[src/rtl/regfile_ctrl_pkg.sv]
// Shared types and constants for the register-file port controller.
//   AW/DW : register address / data width
//   NREG  : number of architectural registers
//   wb_entry_t : one buffered writeback {valid, addr, data}
package regfile_ctrl_pkg;
  localparam int AW   = 3;
  localparam int DW   = 16;
  localparam int NREG = 8;

  typedef struct packed {
    logic          valid;
    logic [AW-1:0] addr;
    logic [DW-1:0] data;
  } wb_entry_t;
endpackage

[src/rtl/regfile_port_ctrl_wb_slot.sv]
// wb_slot: single-entry writeback buffer for one writeback source.
//   clock, reset : clock, async active-high reset (discards the entry)
//   in_valid/in_addr/in_data : writeback request from the source
//   drain  : entry is granted the rf write port this cycle
//   ready  : handshake ready back to the source
//   fill   : handshake happens at this edge
//   entry  : current buffered contents
module wb_slot
  import regfile_ctrl_pkg::*;
(
  input  logic          clock,
  input  logic          reset,
  input  logic          in_valid,
  input  logic [AW-1:0] in_addr,
  input  logic [DW-1:0] in_data,
  input  logic          drain,
  output logic          ready,
  output logic          fill,
  output wb_entry_t     entry
);

  // A draining slot can refill at the same edge, so each source
  // sustains one write per cycle.
  assign ready = !reset && (!entry.valid || drain);
  assign fill  = in_valid && ready;

  always_ff @(posedge clock or posedge reset) begin
    if (reset) begin
      entry <= '0;
    end else if (fill) begin
      entry <= '{valid: 1'b1, addr: in_addr, data: in_data};
    end else if (drain) begin
      entry.valid <= 1'b0;
    end
  end

endmodule

[src/rtl/regfile_port_ctrl.sv]
// regfile_port_ctrl: arbitrates the shared rb port of an 8x16 2R/1W
// register file between one operand reader and two writeback sources.
//   rd_*   : operand read request; rd_a/rd_b valid while rd_ready
//   wb0_*  : ALU writeback, buffered one deep
//   wb1_*  : load-unit writeback, buffered one deep
//   rf_*   : register file address/data/write; rf_ar/rf_br read data
//   busy   : any writeback still buffered
module regfile_port_ctrl #(
  parameter int AW           = regfile_ctrl_pkg::AW,
  parameter int DW           = regfile_ctrl_pkg::DW,
  parameter int STARVE_LIMIT = 4
) (
  input  logic          clock,
  input  logic          reset,
  input  logic          rd_valid,
  output logic          rd_ready,
  input  logic [AW-1:0] rd_ra,
  input  logic [AW-1:0] rd_rb,
  output logic [DW-1:0] rd_a,
  output logic [DW-1:0] rd_b,
  input  logic          wb0_valid,
  output logic          wb0_ready,
  input  logic [AW-1:0] wb0_addr,
  input  logic [DW-1:0] wb0_data,
  input  logic          wb1_valid,
  output logic          wb1_ready,
  input  logic [AW-1:0] wb1_addr,
  input  logic [DW-1:0] wb1_data,
  output logic [AW-1:0] rf_ra,
  output logic [AW-1:0] rf_rb,
  output logic          rf_write,
  output logic [DW-1:0] rf_data,
  input  logic [DW-1:0] rf_ar,
  input  logic [DW-1:0] rf_br,
  output logic          busy
);
  import regfile_ctrl_pkg::*;

  localparam int SW = $clog2(STARVE_LIMIT + 1);

  wb_entry_t      s0, s1;
  logic           fill0, fill1;
  logic           grant0, grant1, rd_grant;
  logic           hazard, rd_prio, any_valid;
  logic           old_sel;
  logic [SW-1:0]  starve;

  wb_slot u_slot0 (
    .clock(clock), .reset(reset),
    .in_valid(wb0_valid), .in_addr(wb0_addr), .in_data(wb0_data),
    .drain(grant0), .ready(wb0_ready), .fill(fill0), .entry(s0)
  );

  wb_slot u_slot1 (
    .clock(clock), .reset(reset),
    .in_valid(wb1_valid), .in_addr(wb1_addr), .in_data(wb1_data),
    .drain(grant1), .ready(wb1_ready), .fill(fill1), .entry(s1)
  );

  // Only buffered writes are hazards; a write handshaking this cycle
  // is not yet visible, so a same-cycle read sees the old value.
  assign hazard = rd_valid &&
                  ((s0.valid && (rd_ra == s0.addr || rd_rb == s0.addr)) ||
                   (s1.valid && (rd_ra == s1.addr || rd_rb == s1.addr)));
  assign rd_prio   = rd_valid && !hazard && (starve == SW'(STARVE_LIMIT));
  assign any_valid = s0.valid || s1.valid;

  always_comb begin
    grant0   = 1'b0;
    grant1   = 1'b0;
    rd_grant = 1'b0;
    if (rd_prio || !any_valid) begin
      rd_grant = rd_valid && !hazard && !reset;
    end else if (s0.valid && s1.valid) begin
      grant0 = !old_sel;
      grant1 = old_sel;
    end else if (s0.valid) begin
      grant0 = 1'b1;
    end else begin
      grant1 = 1'b1;
    end
  end

  assign rf_write = grant0 || grant1;
  assign rf_ra    = rd_ra;
  assign rf_rb    = grant0 ? s0.addr : (grant1 ? s1.addr : rd_rb);
  assign rf_data  = grant0 ? s0.data : (grant1 ? s1.data : '0);
  assign rd_ready = rd_grant;
  assign rd_a     = rf_ar;
  assign rd_b     = rf_br;
  assign busy     = any_valid;

  // old_sel names the older slot. A slot filled while the other one
  // survives the edge becomes the younger; simultaneous fills put
  // slot0 first so same-register writes commit in handshake order.
  always_ff @(posedge clock or posedge reset) begin
    if (reset) begin
      old_sel <= 1'b0;
    end else if (fill0 && fill1) begin
      old_sel <= 1'b0;
    end else if (fill0 && s1.valid && !grant1) begin
      old_sel <= 1'b1;
    end else if (fill1 && s0.valid && !grant0) begin
      old_sel <= 1'b0;
    end
  end

  // Counts cycles a ready, hazard-free read loses to a write.
  always_ff @(posedge clock or posedge reset) begin
    if (reset) begin
      starve <= '0;
    end else if (!rd_valid || rd_grant) begin
      starve <= '0;
    end else if (!hazard && rf_write && starve != SW'(STARVE_LIMIT)) begin
      starve <= starve + SW'(1);
    end
  end

endmodule

[config.mk]
export PLATFORM = sky130hd
export DESIGN_NAME = regfile_port_ctrl
export DESIGN_NICKNAME = d
export VERILOG_FILES = /design/src/rtl/regfile_ctrl_pkg.sv /design/src/rtl/regfile_port_ctrl_wb_slot.sv /design/src/rtl/regfile_port_ctrl.sv
export SDC_FILE = /design/constraint.sdc
export NUM_CORES = 1
export LEC_CHECK = 0
export CORE_MARGIN = 4
export CORE_UTILIZATION = 39
export DETAILED_ROUTE_END_ITERATION = 12
export GPL_TIMING_DRIVEN = 0
export PLACE_DENSITY = 0.92
export SYNTH_ARGS = -nofsm -noshare
export SYNTH_HDL_FRONTEND = slang
export SYNTH_SLANG_ARGS = --single-unit
[constraint.sdc]
create_clock -name clock -period 3.16 [get_ports clock]
set_clock_uncertainty 0.15 [all_clocks]
set_input_delay 0.632 -clock clock [delete_from_list [all_inputs] [get_ports clock]]
set_output_delay 0.632 -clock clock [all_outputs]
set_load 0.02 [all_outputs]
==> results.sh <==
export IMPL_fin_nets=425
export IMPL_grt_pass1_wl_mm=10.7
export IMPL_grt_pass1_vias=2224
export IMPL_synthCells=216
export IMPL_fmax_mhz=311
export IMPL_clkTransAtPathRegs_ns=0.08
export IMPL_crit_slowest_cell="or4b_4"
export IMPL_worstPathArrival_ns=2.44
export IMPL_ir_drop_mv=0.317
export IMPL_yosysUniqueCellTypes=38
export IMPL_synthSimpleGateAreaFrac_pct=7.22
export IMPL_slew_violations=0
export IMPL_cts_tree="done"
export IMPL_min_period_over_period_pct=102
export IMPL_grtUsageTotal_pct=17.4
export IMPL_grt_overflow=0
export IMPL_start_kind="input pin"
export IMPL_async_flop_share_pct=100
export IMPL_coreArea_um2=6420
export IMPL_end_kind="output pin"
export IMPL_cts_buffer_depth=2
export IMPL_gp_congestion=0.903
export IMPL_fillCellCount=485
export IMPL_hold_violations=0
export IMPL_setup_viol=11
export IMPL_cts_buffers=5
export IMPL_cts_sinks=44
export IMPL_fin_util_pct=64.4
export IMPL_first_pass_iters=4
export IMPL_dieWidth_um=89.7
export IMPL_hold_buffers=0
export IMPL_synthMuxAreaShare_pct=20.5
export IMPL_start_util_pct=40.5
export IMPL_drt_iter0_drc=67
export IMPL_min_period_ns=3.22
export IMPL_portBuffers=107
export IMPL_status="complete, but fails checks"
export IMPL_hpwl_mm=5.19
export IMPL_synth_edf_count=0
export IMPL_synth_xor_area_share_pct=4.04
export IMPL_p_leak_nw=1.82
export IMPL_placementRows=29
export IMPL_yosys_area_share_adder_pct=0.962
export IMPL_dieHeight_um=89.7
export IMPL_tightest_slew_ns=0.494
export IMPL_layout_setup_ws_ns=-0.0580
export IMPL_synth_flop_cell="dfrtp_1"
export IMPL_drive_gt1_share_pct=44.3
export IMPL_hold_path_class="flop to flop"
export IMPL_rsz0062_at_grt="true"
export IMPL_viasPerCell=5.06
export IMPL_grt_antenna_before_repair=0
export IMPL_ys_seq_area_share_pct=42.3
export IMPL_synth_top_family_by_area="multiplexers"
export IMPL_path_max_fanout=8
export IMPL_synth_area_um2=2600
export IMPL_slowest_delay_ns=0.55
export IMPL_vias=2127
export IMPL_root_buffer="clkbuf_8"
export IMPL_ant_nets=0
export IMPL_ys_ff_latch=44
export IMPL_violations="setup timing"
export IMPL_areaGrowthSynthToFinish_pct=59.2
export IMPL_cap_violations=0
export IMPL_drc_errors=0
export IMPL_max_slew_margin_pct=67.0
export IMPL_power_density_nw_per_um2=444
export IMPL_routed_wirelength_mm=7.16
export IMPL_syn_nets=299
export IMPL_avgRoutedWirePerCell_um=17.1
export IMPL_layout_commonest_cell="clkdlybuf4s50_1"
export IMPL_synth_compound_area_share_pct=10.8
export IMPL_synth_area_per_cell_um2=12.0
export IMPL_die_area_um2=8040
export IMPL_final_area_um2=4140
export IMPL_htree_levels=2
export IMPL_path_cells="buf_6 -> xor2_2 -> or4b_4 -> nand3_4 -> or3_4 -> and3_4 -> buf_8 -> buf_8 -> a22o_1 -> buf_6"
export IMPL_ios=140
export IMPL_clkLatencyLatePin_ns=0.29
export IMPL_seq_area_um2=1100
export IMPL_grt_max_degree=27
export IMPL_placed_area_um2=3790
export IMPL_n_antenna_cell=0
export IMPL_cp_required_ns=2.38
export IMPL_multi_input_area_um2=1270
export IMPL_path_class="input pin to output pin"
export IMPL_layout_common_cells="clkdlybuf4s50_1 (77), buf_4 (46), dfrtp_1 (43)"
export IMPL_yosysWarningCount=0
==> what timing repair did <==
item,in CTS,in global routing
gates resized for setup,160,21
setup endpoints to repair,23,23
cloned,1,0
setup buffers,10,1
pin swaps,18,9
==> registers in the layout (all words and copies together) (netlist names) <==
register,count
old_sel,1
starve,3
u_slot0.entry,20
u_slot1.entry,20
==> area by class of cell <==
| type | instances | share of cell area, % |
|---|---|---|
| Buffer | 41 | 8.34 |
| Sequential cell | 44 | 26.6 |
| Clock buffer | 6 | 2.00 |
| Multi-Input combinational cell | 124 | 30.7 |
| Inverter | 6 | 0.544 |
| Clock inverter | 2 | 0.363 |
| Tap cell | 77 | 2.33 |
| Timing Repair Buffer | 120 | 29.1 |
==> where the power goes <==
| part | leakage (nW) | total, mW | switching, mW | internal (mW) |
|---|---|---|---|---|
| logic | 1.25 | 0.750 | 0.315 | 0.435 |
| clock network | 0.0434 | 0.368 | 0.191 | 0.177 |
| registers | 0.524 | 0.720 | 0.0653 | 0.655 |
==> cell usage after synthesis (all sizes together) (2+ instances only) <==
library cell / count / area share [%]
a21oi: 4 / 0.77
a22o: 16 / 5.4
buf: 41 / 13
dfrtp: 44 / 42
ha: 2 / 0.96
inv: 6 / 0.87
mux2: 44 / 21
nand2: 6 / 0.87
nand3: 4 / 0.96
nand4: 4 / 0.96
nor2: 8 / 1.2
nor3: 2 / 0.58
nor4: 2 / 0.48
o21ai: 5 / 0.96
o2bb2ai: 2 / 2.1
xnor2: 7 / 2.4
xor2: 5 / 1.7
==> routing by layer <==
| layer | vias up | share of wire, % | global-route usage [%] |
|---|---|---|---|
| li1 | 992 | - | - |
| met1 | 995 | 36 | 19.9 |
| met2 | 129 | 51 | 30.7 |
| met3 | 11 | 11 | 5.57 |
| met4 | 0 | 1.7 | 6.09 |
| met5 | - | 0 | 0 |
==> kinds of logic (layout without fill, tap and decap cells) <==
| kind of cell | count (synthesis) | in the layout |
|---|---|---|
| buffers and inverters | 48 | 175 |
| multiplexers | 44 | 44 |
| flip-flops | 44 | 44 |
| AND/OR/NAND/NOR | 34 | 34 |
| AO/OA/AOI/OAI | 32 | 32 |
| XOR/XNOR | 12 | 12 |
| adder cells (fa/ha/maj) | 2 | 2 |
==> stage by stage <==
step                      worst slack (ns)  power (mW)  TNS (ns)  hold WS [ns]  instances
after floorplan                    0.00702        1.11         0         0.309        216
after global placement               -1.22        1.36    -42.50         0.321        400
after detailed placement             -1.24        1.38    -25.47         0.330        401
after CTS                          -0.0680        1.82    -0.344         0.350        419
after global routing                -0.152        1.94     -1.76         0.371        420
final                              -0.0580        1.84    -0.351         0.344        420
==> path summary, 6_finish.rpt <==
kind	start	to	slack, ns	cells past startpoint
min	u_slot0.entry[2]	u_slot0.entry[2]	0.34	1
min reg2reg	u_slot0.entry[2]	u_slot0.entry[2]	0.34	1
max in group asynchronous	reset	u_slot0.entry[7]	1.69	3
max	rd_ra[2]	rf_data[2]	-0.06	10
min in group asynchronous	reset	u_slot0.entry[17]	0.67	2
max reg2reg	u_slot0.entry[18]	u_slot1.entry[11]	0.61	8
==> critical path, delay by kind of cell <==
| kind | cells | cell delay (ns) |
|---|---|---|
| xor+xnor | 1 | 0.17 |
| buf+inv | 4 | 0.48 |
| compound gates | 1 | 0.17 |
| simple gates | 4 | 0.97 |
(Power assumes the default switching activity.)
